**config.mk**
```make
export PLATFORM = sky130hd
export DESIGN_NAME = irq_controller_flat
export DESIGN_NICKNAME = d
export VERILOG_FILES = /design/src/rtl/cpu_pkg.sv /design/src/rtl/irq_controller_if.sv /design/src/rtl/sync_edge_detect.sv /design/src/rtl/irq_controller.sv /design/src/flat_wrapper.sv
export SDC_FILE = /design/constraint.sdc
export NUM_CORES = 1
export LEC_CHECK = 0
export CAP_MARGIN = 20
export CORE_MARGIN = 2
export CORE_UTILIZATION = 40
export DETAILED_ROUTE_END_ITERATION = 12
export MAX_ROUTING_LAYER = met4
export PLACE_DENSITY_LB_ADDON = 0.05
export SKIP_CTS_REPAIR_TIMING = 1
export SLEW_MARGIN = 20
export SYNTH_ARGS = -nofsm -noshare
export SYNTH_HDL_FRONTEND = slang
export SYNTH_SLANG_ARGS = --single-unit
```
**constraint.sdc**
```tcl
create_clock -name clk -period 1.8 [get_ports clk]
set_input_delay 0.27 -clock clk [delete_from_list [all_inputs] [get_ports clk]]
set_output_delay 0.27 -clock clk [all_outputs]
set_load 0.05 [all_outputs]
```
**src/rtl/cpu_pkg.sv**
```systemverilog
// Shared definitions for the 6502 interrupt path.
//   irq_state_e   : controller FSM states
//   CFG_*         : configuration register addresses
//   STAT_*        : bit positions inside the STATUS register
//   irq_vector()  : vector address of an IRQ source
package cpu_pkg;

   typedef enum logic [1:0] {
      IRQ_IDLE    = 2'd0,
      IRQ_REQ     = 2'd1,
      IRQ_SERVICE = 2'd2
   } irq_state_e;

   localparam logic [1:0] CFG_MASK    = 2'd0;
   localparam logic [1:0] CFG_MODE    = 2'd1;
   localparam logic [1:0] CFG_PENDING = 2'd2;
   localparam logic [1:0] CFG_STATUS  = 2'd3;

   localparam int STAT_ISR_NMI  = 7;
   localparam int STAT_ISR_IRQ  = 6;
   localparam int STAT_NMI_PEND = 5;
   localparam int STAT_ID_MSB   = 2;

   // Each vector table entry is a 16-bit pointer, hence the 2*id spacing.
   function automatic logic [15:0] irq_vector(input logic [15:0] base, input logic [2:0] id);
      return base + {12'd0, id, 1'b0};
   endfunction

endpackage

```
**src/rtl/irq_controller_if.sv**
```systemverilog
// Bus between control_unit (master) and irq_controller (slave).
//   src_in/nmi_in       : raw interrupt lines
//   i_flag              : CPU I flag, blocks IRQ only
//   int_ack/eoi         : vector-fetch start and RTI pulses
//   cfg_we/addr/wdata   : configuration write port, cfg_rdata combinational read
//   irq_req/nmi_req     : requests to the CPU
//   vector_addr/int_id  : vector and source id of the current/serviced request
interface irq_controller_if #(
   parameter int NUM_SRC = 8
);
   logic [NUM_SRC-1:0] src_in;
   logic               nmi_in;
   logic               i_flag;
   logic               int_ack;
   logic               eoi;
   logic               cfg_we;
   logic [1:0]         cfg_addr;
   logic [7:0]         cfg_wdata;
   logic [7:0]         cfg_rdata;
   logic               irq_req;
   logic               nmi_req;
   logic [15:0]        vector_addr;
   logic [2:0]         int_id;

   modport master (
      output src_in, nmi_in, i_flag, int_ack, eoi, cfg_we, cfg_addr, cfg_wdata,
      input  cfg_rdata, irq_req, nmi_req, vector_addr, int_id
   );

   modport slave (
      input  src_in, nmi_in, i_flag, int_ack, eoi, cfg_we, cfg_addr, cfg_wdata,
      output cfg_rdata, irq_req, nmi_req, vector_addr, int_id
   );
endinterface

```
**src/rtl/sync_edge_detect.sv**
```systemverilog
// Multi-flop synchroniser for one asynchronous line plus a rising-edge pulse.
//   clk, rst  : clock, asynchronous active-low reset
//   async_i   : raw asynchronous input
//   level_o   : synchronised level (last synchroniser stage)
//   rise_o    : one-cycle pulse when level_o goes 0 -> 1
module sync_edge_detect #(
   parameter int SYNC_STAGES = 2
) (
   input  logic clk,
   input  logic rst,
   input  logic async_i,
   output logic level_o,
   output logic rise_o
);

   logic [SYNC_STAGES-1:0] sync_q, sync_d;
   logic                   dly_q;

   assign sync_d = {sync_q[SYNC_STAGES-2:0], async_i};

   always_ff @(posedge clk or negedge rst) begin
      if (!rst) begin
         sync_q <= '0;
         dly_q  <= 1'b0;
      end else begin
         sync_q <= sync_d;
         dly_q  <= sync_q[SYNC_STAGES-1];
      end
   end

   assign level_o = sync_q[SYNC_STAGES-1];
   assign rise_o  = sync_q[SYNC_STAGES-1] & ~dly_q;

endmodule

```
**src/rtl/irq_controller.sv**
```systemverilog
// Vectored interrupt controller for the 6502 core.
// Synchronises NUM_SRC IRQ lines and one NMI, latches edge/level requests,
// applies mask and fixed priority (id 0 highest) and hands one request at a
// time to control_unit, tracking in-service state until RTI (eoi).
//   clk  : system clock
//   rst  : asynchronous reset, active-low
//   bus  : irq_controller_if.slave (lines, handshake, config port, requests)
module irq_controller
   import cpu_pkg::*;
#(
   parameter int          NUM_SRC     = 8,
   parameter int          SYNC_STAGES = 2,
   parameter logic [15:0] VEC_BASE    = 16'hFFE0,
   parameter logic [15:0] NMI_VEC     = 16'hFFFA
) (
   input logic              clk,
   input logic              rst,
   irq_controller_if.slave  bus
);

   localparam int N = NUM_SRC;

   logic [N-1:0] src_lvl, src_rise;
   logic         nmi_lvl, nmi_rise;
   logic         unused_nmi_lvl;

   for (genvar g = 0; g < N; g++) begin : g_src_sync
      sync_edge_detect #(.SYNC_STAGES(SYNC_STAGES)) u_sync (
         .clk     (clk),
         .rst     (rst),
         .async_i (bus.src_in[g]),
         .level_o (src_lvl[g]),
         .rise_o  (src_rise[g])
      );
   end

   sync_edge_detect #(.SYNC_STAGES(SYNC_STAGES)) u_nmi_sync (
      .clk     (clk),
      .rst     (rst),
      .async_i (bus.nmi_in),
      .level_o (nmi_lvl),
      .rise_o  (nmi_rise)
   );

   // NMI is purely edge-triggered; its level is not needed.
   assign unused_nmi_lvl = nmi_lvl;

   // Configuration and request state
   logic [N-1:0] mask_q, mask_d;
   logic [N-1:0] mode_q, mode_d;
   logic [N-1:0] pend_q, pend_d;
   logic         nmi_pend_q, nmi_pend_d;

   // FSM state
   irq_state_e   state_q, state_d;
   logic         kind_nmi_q, kind_nmi_d;
   logic [2:0]   id_q, id_d;
   logic [15:0]  vec_q, vec_d;
   logic         isr_nmi_q, isr_nmi_d;
   logic         isr_irq_q, isr_irq_d;

   logic         ack_irq, ack_nmi;
   logic [N-1:0] wdata_n, w1c, eligible, id_onehot;
   logic         win_any, id_eligible;
   logic [2:0]   win_id;

   assign wdata_n  = bus.cfg_wdata[N-1:0];
   assign w1c      = (bus.cfg_we && bus.cfg_addr == CFG_PENDING) ? wdata_n : '0;
   assign eligible = pend_q & mask_q;

   always_comb begin
      for (int i = 0; i < N; i++) begin
         id_onehot[i] = (id_q == 3'(i));
      end
   end

   assign id_eligible = |(eligible & id_onehot);

   // Fixed priority: scan downwards so the lowest set index is left last.
   always_comb begin
      win_any = 1'b0;
      win_id  = 3'd0;
      for (int i = N - 1; i >= 0; i--) begin
         if (eligible[i]) begin
            win_any = 1'b1;
            win_id  = 3'(i);
         end
      end
   end

   // Config registers and pending latches.
   // Edge mode: a new edge beats a same-cycle W1C or ack clear.
   // Level mode: PENDING simply follows the synchronised line.
   always_comb begin
      mask_d = mask_q;
      mode_d = mode_q;
      if (bus.cfg_we && bus.cfg_addr == CFG_MASK) mask_d = wdata_n;
      if (bus.cfg_we && bus.cfg_addr == CFG_MODE) mode_d = wdata_n;

      for (int i = 0; i < N; i++) begin
         if (mode_q[i]) begin
            pend_d[i] = src_rise[i] |
                        (pend_q[i] & ~w1c[i] & ~(ack_irq & id_onehot[i]));
         end else begin
            pend_d[i] = src_lvl[i];
         end
      end

      nmi_pend_d = nmi_rise | (nmi_pend_q & ~ack_nmi);
   end

   // FSM next state
   always_comb begin
      state_d    = state_q;
      kind_nmi_d = kind_nmi_q;
      id_d       = id_q;
      vec_d      = vec_q;
      isr_nmi_d  = isr_nmi_q;
      isr_irq_d  = isr_irq_q;
      ack_irq    = 1'b0;
      ack_nmi    = 1'b0;

      case (state_q)
         IRQ_IDLE: begin
            if (nmi_pend_q) begin
               state_d    = IRQ_REQ;
               kind_nmi_d = 1'b1;
               vec_d      = NMI_VEC;
            end else if (win_any && !bus.i_flag && !isr_irq_q) begin
               state_d    = IRQ_REQ;
               kind_nmi_d = 1'b0;
               id_d       = win_id;
               vec_d      = irq_vector(VEC_BASE, win_id);
            end
         end

         IRQ_REQ: begin
            // Ack has priority: once seen, the request is committed.
            if (bus.int_ack) begin
               state_d = IRQ_SERVICE;
               if (kind_nmi_q) begin
                  isr_nmi_d = 1'b1;
                  ack_nmi   = 1'b1;
               end else begin
                  isr_irq_d = 1'b1;
                  ack_irq   = 1'b1;
               end
            end else if (!kind_nmi_q && (bus.i_flag || !id_eligible)) begin
               state_d = IRQ_IDLE;
            end
         end

         IRQ_SERVICE: begin
            // RTI retires the most recently entered level first.
            if (bus.eoi) begin
               if (isr_nmi_q) isr_nmi_d = 1'b0;
               else           isr_irq_d = 1'b0;
            end
            if (!isr_nmi_d && !isr_irq_d) begin
               state_d = IRQ_IDLE;
            end else if (nmi_pend_q && !isr_nmi_d) begin
               // NMI preempts a serviced IRQ; the IRQ id is kept in id_q.
               state_d    = IRQ_REQ;
               kind_nmi_d = 1'b1;
               vec_d      = NMI_VEC;
            end
         end

         default: state_d = IRQ_IDLE;
      endcase
   end

   always_ff @(posedge clk or negedge rst) begin
      if (!rst) begin
         mask_q     <= '0;
         mode_q     <= '0;
         pend_q     <= '0;
         nmi_pend_q <= 1'b0;
         state_q    <= IRQ_IDLE;
         kind_nmi_q <= 1'b0;
         id_q       <= 3'd0;
         vec_q      <= 16'd0;
         isr_nmi_q  <= 1'b0;
         isr_irq_q  <= 1'b0;
      end else begin
         mask_q     <= mask_d;
         mode_q     <= mode_d;
         pend_q     <= pend_d;
         nmi_pend_q <= nmi_pend_d;
         state_q    <= state_d;
         kind_nmi_q <= kind_nmi_d;
         id_q       <= id_d;
         vec_q      <= vec_d;
         isr_nmi_q  <= isr_nmi_d;
         isr_irq_q  <= isr_irq_d;
      end
   end

   assign bus.irq_req     = (state_q == IRQ_REQ) && !kind_nmi_q;
   assign bus.nmi_req     = (state_q == IRQ_REQ) &&  kind_nmi_q;
   assign bus.vector_addr = vec_q;
   assign bus.int_id      = id_q;

   always_comb begin
      logic [7:0] status;
      status                 = 8'd0;
      status[STAT_ISR_NMI]   = isr_nmi_q;
      status[STAT_ISR_IRQ]   = isr_irq_q;
      status[STAT_NMI_PEND]  = nmi_pend_q;
      status[STAT_ID_MSB:0]  = id_q;

      case (bus.cfg_addr)
         CFG_MASK:    bus.cfg_rdata = 8'(mask_q);
         CFG_MODE:    bus.cfg_rdata = 8'(mode_q);
         CFG_PENDING: bus.cfg_rdata = 8'(pend_q);
         default:     bus.cfg_rdata = status;
      endcase
   end

endmodule

```
**src/flat_wrapper.sv**
```systemverilog
// flat-port wrapper written by rule: the top's interface ports become plain ports
module irq_controller_flat import cpu_pkg::*;
#(
   parameter int          NUM_SRC     = 8,
   parameter int          SYNC_STAGES = 2,
   parameter logic [15:0] VEC_BASE    = 16'hFFE0,
   parameter logic [15:0] NMI_VEC     = 16'hFFFA
)
  (clk, rst, bus_src_in, bus_nmi_in, bus_i_flag, bus_int_ack, bus_eoi, bus_cfg_we, bus_cfg_addr, bus_cfg_wdata, bus_cfg_rdata, bus_irq_req, bus_nmi_req, bus_vector_addr, bus_int_id);
  irq_controller_if #(.NUM_SRC(NUM_SRC)) bus_i ();
  input logic clk;
  input logic rst;
  input wire logic [$bits(bus_i.src_in)-1:0] bus_src_in;
  input wire logic [$bits(bus_i.nmi_in)-1:0] bus_nmi_in;
  input wire logic [$bits(bus_i.i_flag)-1:0] bus_i_flag;
  input wire logic [$bits(bus_i.int_ack)-1:0] bus_int_ack;
  input wire logic [$bits(bus_i.eoi)-1:0] bus_eoi;
  input wire logic [$bits(bus_i.cfg_we)-1:0] bus_cfg_we;
  input wire logic [$bits(bus_i.cfg_addr)-1:0] bus_cfg_addr;
  input wire logic [$bits(bus_i.cfg_wdata)-1:0] bus_cfg_wdata;
  output wire logic [$bits(bus_i.cfg_rdata)-1:0] bus_cfg_rdata;
  output wire logic [$bits(bus_i.irq_req)-1:0] bus_irq_req;
  output wire logic [$bits(bus_i.nmi_req)-1:0] bus_nmi_req;
  output wire logic [$bits(bus_i.vector_addr)-1:0] bus_vector_addr;
  output wire logic [$bits(bus_i.int_id)-1:0] bus_int_id;
  assign bus_i.src_in = bus_src_in;
  assign bus_i.nmi_in = bus_nmi_in;
  assign bus_i.i_flag = bus_i_flag;
  assign bus_i.int_ack = bus_int_ack;
  assign bus_i.eoi = bus_eoi;
  assign bus_i.cfg_we = bus_cfg_we;
  assign bus_i.cfg_addr = bus_cfg_addr;
  assign bus_i.cfg_wdata = bus_cfg_wdata;
  assign bus_cfg_rdata = bus_i.cfg_rdata;
  assign bus_irq_req = bus_i.irq_req;
  assign bus_nmi_req = bus_i.nmi_req;
  assign bus_vector_addr = bus_i.vector_addr;
  assign bus_int_id = bus_i.int_id;
  irq_controller #(.NUM_SRC(NUM_SRC), .SYNC_STAGES(SYNC_STAGES), .VEC_BASE(VEC_BASE), .NMI_VEC(NMI_VEC)) u_core (.clk(clk), .rst(rst), .bus(bus_i));
endmodule
```
After elaboration in Yosys (flattened, before gate mapping)
Index checks and enable logic that the tools add are counted.
{"block": "totals", "ff_bits": 76, "output_inout_bits": 29, "elab_cells": 208}
{"block": "classes", "addsub": 1, "eq_ne": 19, "mux": 60, "bitwise": 72, "reduce_logical": 28}
{"op": "16-bit two-way mux", "n": 4}
{"op": "1-bit two-way mux", "n": 35}
{"op": "1-bit AND", "n": 34}
{"op": "16-bit case mux with 2 select lines", "n": 1}
{"op": "1-bit inverter", "n": 27}
{"op": "3-bit two-way mux", "n": 8}
{"op": "8-bit case mux with 3 select lines", "n": 1}
{"op": "8-bit AND", "n": 2}
{"op": "3-bit == test (second input constant)", "n": 4}
{"op": "2-bit two-way mux", "n": 6}
{"op": "3-bit AND reduction", "n": 4}
{"op": "1-bit logical AND", "n": 10}
{"op": "1-bit bitwise OR", "n": 9}
{"op": "8-bit two-way mux", "n": 1}
{"op": "8-bit OR reduction", "n": 1}
{"op": "6-bit by 5-bit adder with 7-bit output (first input constant)", "n": 1}
{"op": "3-bit by 2-bit == test with 1-bit output (second input constant)", "n": 2}
{"op": "1-bit logical NOT", "n": 6}
{"op": "2-bit inequality test (second input constant)", "n": 3}
{"op": "3-bit by 1-bit inequality test with 1-bit output (second input constant)", "n": 2}
{"op": "1-bit case mux with 2 select lines", "n": 3}
{"op": "2-bit case mux with 3 select lines", "n": 1}
{"op": "2-bit by 1-bit == test with 1-bit output (second input constant)", "n": 2}
{"op": "2-bit == test (second input constant)", "n": 2}
{"op": "other kinds (8)", "n": 11}

Longest topological paths before layout
Gate-level depths: netlist of run 1.
{"block": "logic_depth", "ltp_word": 14, "depth_mapped": 6, "depth_no_buf": 4}

By module
Synthesis of run 1 repeated with hierarchy kept, for this count alone.
{"block": "hier_totals", "hier_cells": 242, "hier_area_um2": 2935.3}
{"mod": "irq_controller", "instances": 1, "cells_per_inst": 206, "area_per_inst_um2": 2135.8, "seq_area_each_um2": 925.9}
{"mod": "sync_edge_detect", "instances": 9, "cells_per_inst": 4, "area_per_inst_um2": 88.8, "seq_area_each_um2": 75.1}

Least setup slack after synthesis of run 1
Ideal clock, no wire load.
{"block": "synth_path", "path_kind": "register to output", "start": "reg u_core.id_q[2] (netlist: u_core.bus.int_id[2])", "end": "out bus_cfg_rdata[2]", "arrival_time_ns": 1.442, "required_ns": 1.530, "path_slack_ns": 0.088, "stages_incl_launch_ff": 3, "n_path_buf": 1, "cell_sequence": "dfrtp_1 > buf_2 > mux4_2"}
{"block": "synth_between", "elab_chain_len": 1}
{"item": "from (decl)", "line_no": "irq_controller.sv:57", "source": "logic [2:0] id_q, id_d;"}
{"item": "from (signal assigned)", "line_no": "irq_controller.sv:192", "source": "id_q <= id_d;"}
{"item": "8-bit case mux with 3 select lines", "line_no": "irq_controller.sv:212", "source": "case (bus.cfg_addr)"}
{"item": "to (decl)", "line_no": "flat_wrapper.sv:21", "source": "output wire logic [$bits(bus_i.cfg_rdata)-1:0] bus_cfg_rdata;"}
No other way between the ends.

Worst setup path after layout of run 1
{"block": "layout_path", "start": "reg u_core.isr_irq_q", "end": "out bus_cfg_rdata[6]"}
{"block": "layout_between", "elab_chain_len": 1}
{"item": "from (decl)", "line_no": "irq_controller.sv:60", "source": "logic isr_irq_q, isr_irq_d;"}
{"item": "from (signal assigned)", "line_no": "irq_controller.sv:195", "source": "isr_irq_q <= isr_irq_d;"}
{"item": "8-bit case mux with 3 select lines", "line_no": "irq_controller.sv:212"}
No other way between the ends.

==> insert_results.sql, run 1 <==
INSERT INTO impl_metrics (metric_group, metric, value, unit) VALUES
('clock_tree', 'tritoncts_clock_tree', 'done', ''),
('yosys', 'synth_area_per_cell', '12.2', 'um2'),
('yosys', 'synth-adder-area-share', '0', ''),
('detailed_routing', 'drt_drc_violations_left', '0', ''),
('global_routing', 'grt_util_all_layers', '0.186', ''),
('sta', 'grt_setup_unrepaired', 'yes', ''),
('yosys', 'yosys-mux-area-fraction', '0.123', ''),
('place', 'port-buffer-count', '52', ''),
('setup_path', 'path_delay_family', 'multiplexers', ''),
('sta', 'finalClockSkew', '0.00994', 'ns'),
('detailed_routing', 'drt-initial-drc-count', '79', ''),
('detailed_routing', 'route.vias.total', '2104', ''),
('yosys', 'synth_enable_flop_cells', '0', ''),
('clock_tree', 'cts.htree.levels', '3', ''),
('detailed_routing', 'routed_wl', '6480', 'um'),
('place', 'placed_cells', '393', ''),
('yosys', 'post_synth_instance_area', '2900', 'um2'),
('power', 'leakage', '1.73', 'nW'),
('place', 'post_dp_cell_area', '3620', 'um2'),
('yosys', 'synth_nets', '262', ''),
('outcome', 'run_status', 'finished, final reports clean', ''),
('die', 'design.core.area', '7140', 'um2'),
('detailed_routing', 'remaining_number_of_nets_flagged_by_the_antenna_check_after_routing', '0', ''),
('sta', 'worst_pin_slew', '0.500', 'ns'),
('sta', 'timing.fmax', '0.560', 'GHz'),
('setup_path', 'cp-start-kind', 'flip-flop', ''),
('yosys', 'ys_types', '49', ''),
('yosys', 'synth_seq_cells', '64', ''),
('yosys', 'dominant_combinational_cell_family_by_area_after_synthesis', 'compound AO/OA/AOI/OAI gates', ''),
('global_routing', 'initial_antenna_violation_count', '0', ''),
('cells_and_area', 'layout-drive-gt1-share', '0.288', ''),
('cells_and_area', 'num_antenna_cells', '0', ''),
('cells_and_area', 'syn_to_final_growth', '34.1', '%'),
('setup_path', 'critical_path.n_buffers_inverters', '1', ''),
('yosys', 'proportion_of_register_bits_with_asynchronous_set_or_reset_after_synthesis', '1.00', ''),
('sta', 'hold_violations', '0', ''),
('yosys', 'postSynthCellCount', '237', ''),
('sta', 'timing.slew.headroom', '0.666', ''),
('sta', 'report.final.slew_viol_count', '0', ''),
('yosys', 'parity_gate_share_of_the_synthesized_area_counting_xor_and_xnor_cells', '0', ''),
('setup_path', 'timing.critical_path.slowest_cell_delay', '0.53', 'ns'),
('setup_path', 'worst_ep_required_time', '1.53', 'ns'),
('setup_path', 'cp.arrival', '1.52', 'ns'),
('global_routing', 'grt_max_degree', '65', ''),
('detailed_routing', 'detail_route.wl_per_cell', '15.7', 'um'),
('sta', 'setup_viol', '0', ''),
('clock_tree', 'numClockSinks', '64', ''),
('detailed_routing', 'routed_via_density', '5.11', ''),
('clock_tree', 'cts.root.buffer_cell', 'sky130_fd_sc_hd__clkbuf_8', ''),
('yosys', 'synth-compound-area-share', '0.152', ''),
('global_routing', 'grt_overflow_total', '0', ''),
('die', 'dieArea', '7950', 'um2'),
('die', 'die_height', '89.2', 'um'),
('global_routing', 'vias_in_the_first_global_route', '2036', ''),
('clock_tree', 'clk_transition_reported_paths', '0.08', 'ns'),
('die', 'count_of_pins_on_the_block_boundary', '54', ''),
('global_routing', 'grt_first_pass_wirelength', '10600', 'um'),
('yosys', 'yosys-top-cells-area', 'sky130_fd_sc_hd__dfrtp_1, sky130_fd_sc_hd__mux2_1, sky130_fd_sc_hd__mux4_2, sky130_fd_sc_hd__nand2_1, sky130_fd_sc_hd__buf_4', ''),
('clock_tree', 'clockBufferDepth', '2', ''),
('cells_and_area', 'final_net_count', '333', ''),
('cells_and_area', 'post-route-cell-area', '3890', 'um2'),
('power', 'power.total', '0.00505', 'W'),
('setup_path', 'setup.worst_path.class', 'reg -> out', ''),
('die', 'fp-row-count', '31', ''),
('sta', 'finalCritPeriodShare', '0.993', ''),
('cells_and_area', 'fillers', '634', ''),
('place', 'finalWeightedCongestion', '0.773', ''),
('power', 'power_density', '1300', 'nW/um2'),
('cells_and_area', 'finish.utilization', '0.545', ''),
('cells_and_area', 'multi_input_area', '1140', 'um2'),
('yosys', 'synth-main-ff-cell', 'sky130_fd_sc_hd__dfrtp_1', '');
## synthesized netlist by cell type, types with 4 or more instances
cell type / count
sky130_fd_sc_hd__buf_2: 5
sky130_fd_sc_hd__a21o_1: 7
sky130_fd_sc_hd__nor2b_1: 4
sky130_fd_sc_hd__and2_1: 4
sky130_fd_sc_hd__a21oi_1: 9
sky130_fd_sc_hd__nor2_1: 6
sky130_fd_sc_hd__buf_4: 13
sky130_fd_sc_hd__nand2_1: 28
sky130_fd_sc_hd__dfrtp_1: 64
sky130_fd_sc_hd__o21ai_0: 5
sky130_fd_sc_hd__mux2_1: 17
sky130_fd_sc_hd__nand2b_1: 4
sky130_fd_sc_hd__inv_1: 6
sky130_fd_sc_hd__a221oi_1: 6
sky130_fd_sc_hd__o21ai_1: 4
sky130_fd_sc_hd__mux4_2: 6
## logic make-up (layout without fill, tap and decap cells)
group,Yosys count,count (layout)
buf+inv,28,104
compound gates,55,55
simple gates,63,63
mux,26,26
flops,64,64
other cells,1,1
## path summary, 6_finish.rpt
kind	endpoint	slack, ns	from	cells past startpoint
max in group asynchronous	u_core.pend_q[6]	1.05	rst	3
max	bus_cfg_rdata[6]	0.01	u_core.isr_irq_q	2
min reg2reg	u_core.u_nmi_sync.sync_q[1]	0.35	u_core.u_nmi_sync.sync_q[0]	0
min in group asynchronous	u_core.g_src_sync[0].u_sync.sync_q[0]	0.46	rst	3
min	u_core.u_nmi_sync.sync_q[1]	0.35	u_core.u_nmi_sync.sync_q[0]	0
max reg2reg	u_core.bus.vector_addr[1]	0.15	u_core.pend_q[7]	4
## flip-flops by register name (all words and copies together) (netlist names), 2 cells and up
name,flops
u_core.bus.int_id,3
u_core.pend_q,8
u_core.mask_q,8
u_core.u_nmi_sync.sync_q,2
u_core.state_q,2
u_core.g_src_sync.u_sync.sync_q,16
u_core.bus.vector_addr,4
u_core.mode_q,8
u_core.g_src_sync.u_sync.dly_q,8
## cells in the final DEF (no fill, tap or decap), types with 3 or more instances in the layout
cell and n:
sky130_fd_sc_hd__clkbuf_8 9, sky130_fd_sc_hd__nand2_1 28, sky130_fd_sc_hd__a31oi_1 3, sky130_fd_sc_hd__mux4_2 6, sky130_fd_sc_hd__nor3_1 3, sky130_fd_sc_hd__buf_6 5, sky130_fd_sc_hd__mux2_1 17, sky130_fd_sc_hd__nand2b_1 4
sky130_fd_sc_hd__a21o_1 7, sky130_fd_sc_hd__clkdlybuf4s50_1 22, sky130_fd_sc_hd__inv_2 3, sky130_fd_sc_hd__buf_4 37, sky130_fd_sc_hd__dfrtp_1 62, sky130_fd_sc_hd__a21oi_1 9, sky130_fd_sc_hd__a22oi_2 3, sky130_fd_sc_hd__buf_12 7
sky130_fd_sc_hd__nor2b_1 3, sky130_fd_sc_hd__dlymetal6s2s_1 4, sky130_fd_sc_hd__inv_1 6, sky130_fd_sc_hd__o21ai_1 4, sky130_fd_sc_hd__o21ai_0 5, sky130_fd_sc_hd__nand3_1 3, sky130_fd_sc_hd__a22o_1 3, sky130_fd_sc_hd__a221oi_1 6
sky130_fd_sc_hd__nor2_1 6, sky130_fd_sc_hd__and2_1 4
## final cells by class
type,count,area share
Clock inverter,7,0.0186
Multi-Input combinational cell,145,0.294
Timing Repair Buffer,79,0.203
Sequential cell,64,0.412
Tap cell,99,0.0318
Inverter,9,0.00868
Clock buffer,9,0.0318
## where the power goes
group	internal, W	switching (W)	total (W)
clock network	0.000638	0.000571	0.00121
logic	0.000861	0.000981	0.00184
registers	0.00167	0.000335	0.00200
## metrics by stage
step / hold WS [ns] / setup WS [ns] / TNS [ns]
2_1_floorplan: -0.0256 / 0.0884 / 0
3_3_place_gp: 0.311 / -0.106 / -1.58
3_5_place_dp: 0.307 / -0.113 / -2.55
4_1_cts: -0.0596 / -0.113 / -0.663
5_1_grt: 0.353 / -0.0306 / -0.0424
6_report: 0.350 / 0.0131 / 0
## metal layers
layer | global-route usage | share of wire
met4 | 0.0529 | 0.013
met1 | 0.247 | 0.49
met5 | - | 0
met2 | 0.282 | 0.46
met3 | 0.0499 | 0.035
No activity file was read; power rests on OpenSTA's default activity.
==> run 2, diff against run 1 <==
--- a/config.mk
+++ b/config.mk
@@ -12,7 +12,7 @@
 export MAX_ROUTING_LAYER = met4
 export PLACE_DENSITY_LB_ADDON = 0.05
 export SKIP_CTS_REPAIR_TIMING = 1
-export SLEW_MARGIN = 20
+export SLEW_MARGIN = 0
 export SYNTH_ARGS = -nofsm -noshare
 export SYNTH_HDL_FRONTEND = slang
 export SYNTH_SLANG_ARGS = --single-unit
==> results of run 2 <==
The final DEF is identical to that of run 1; final timing and power are the same.
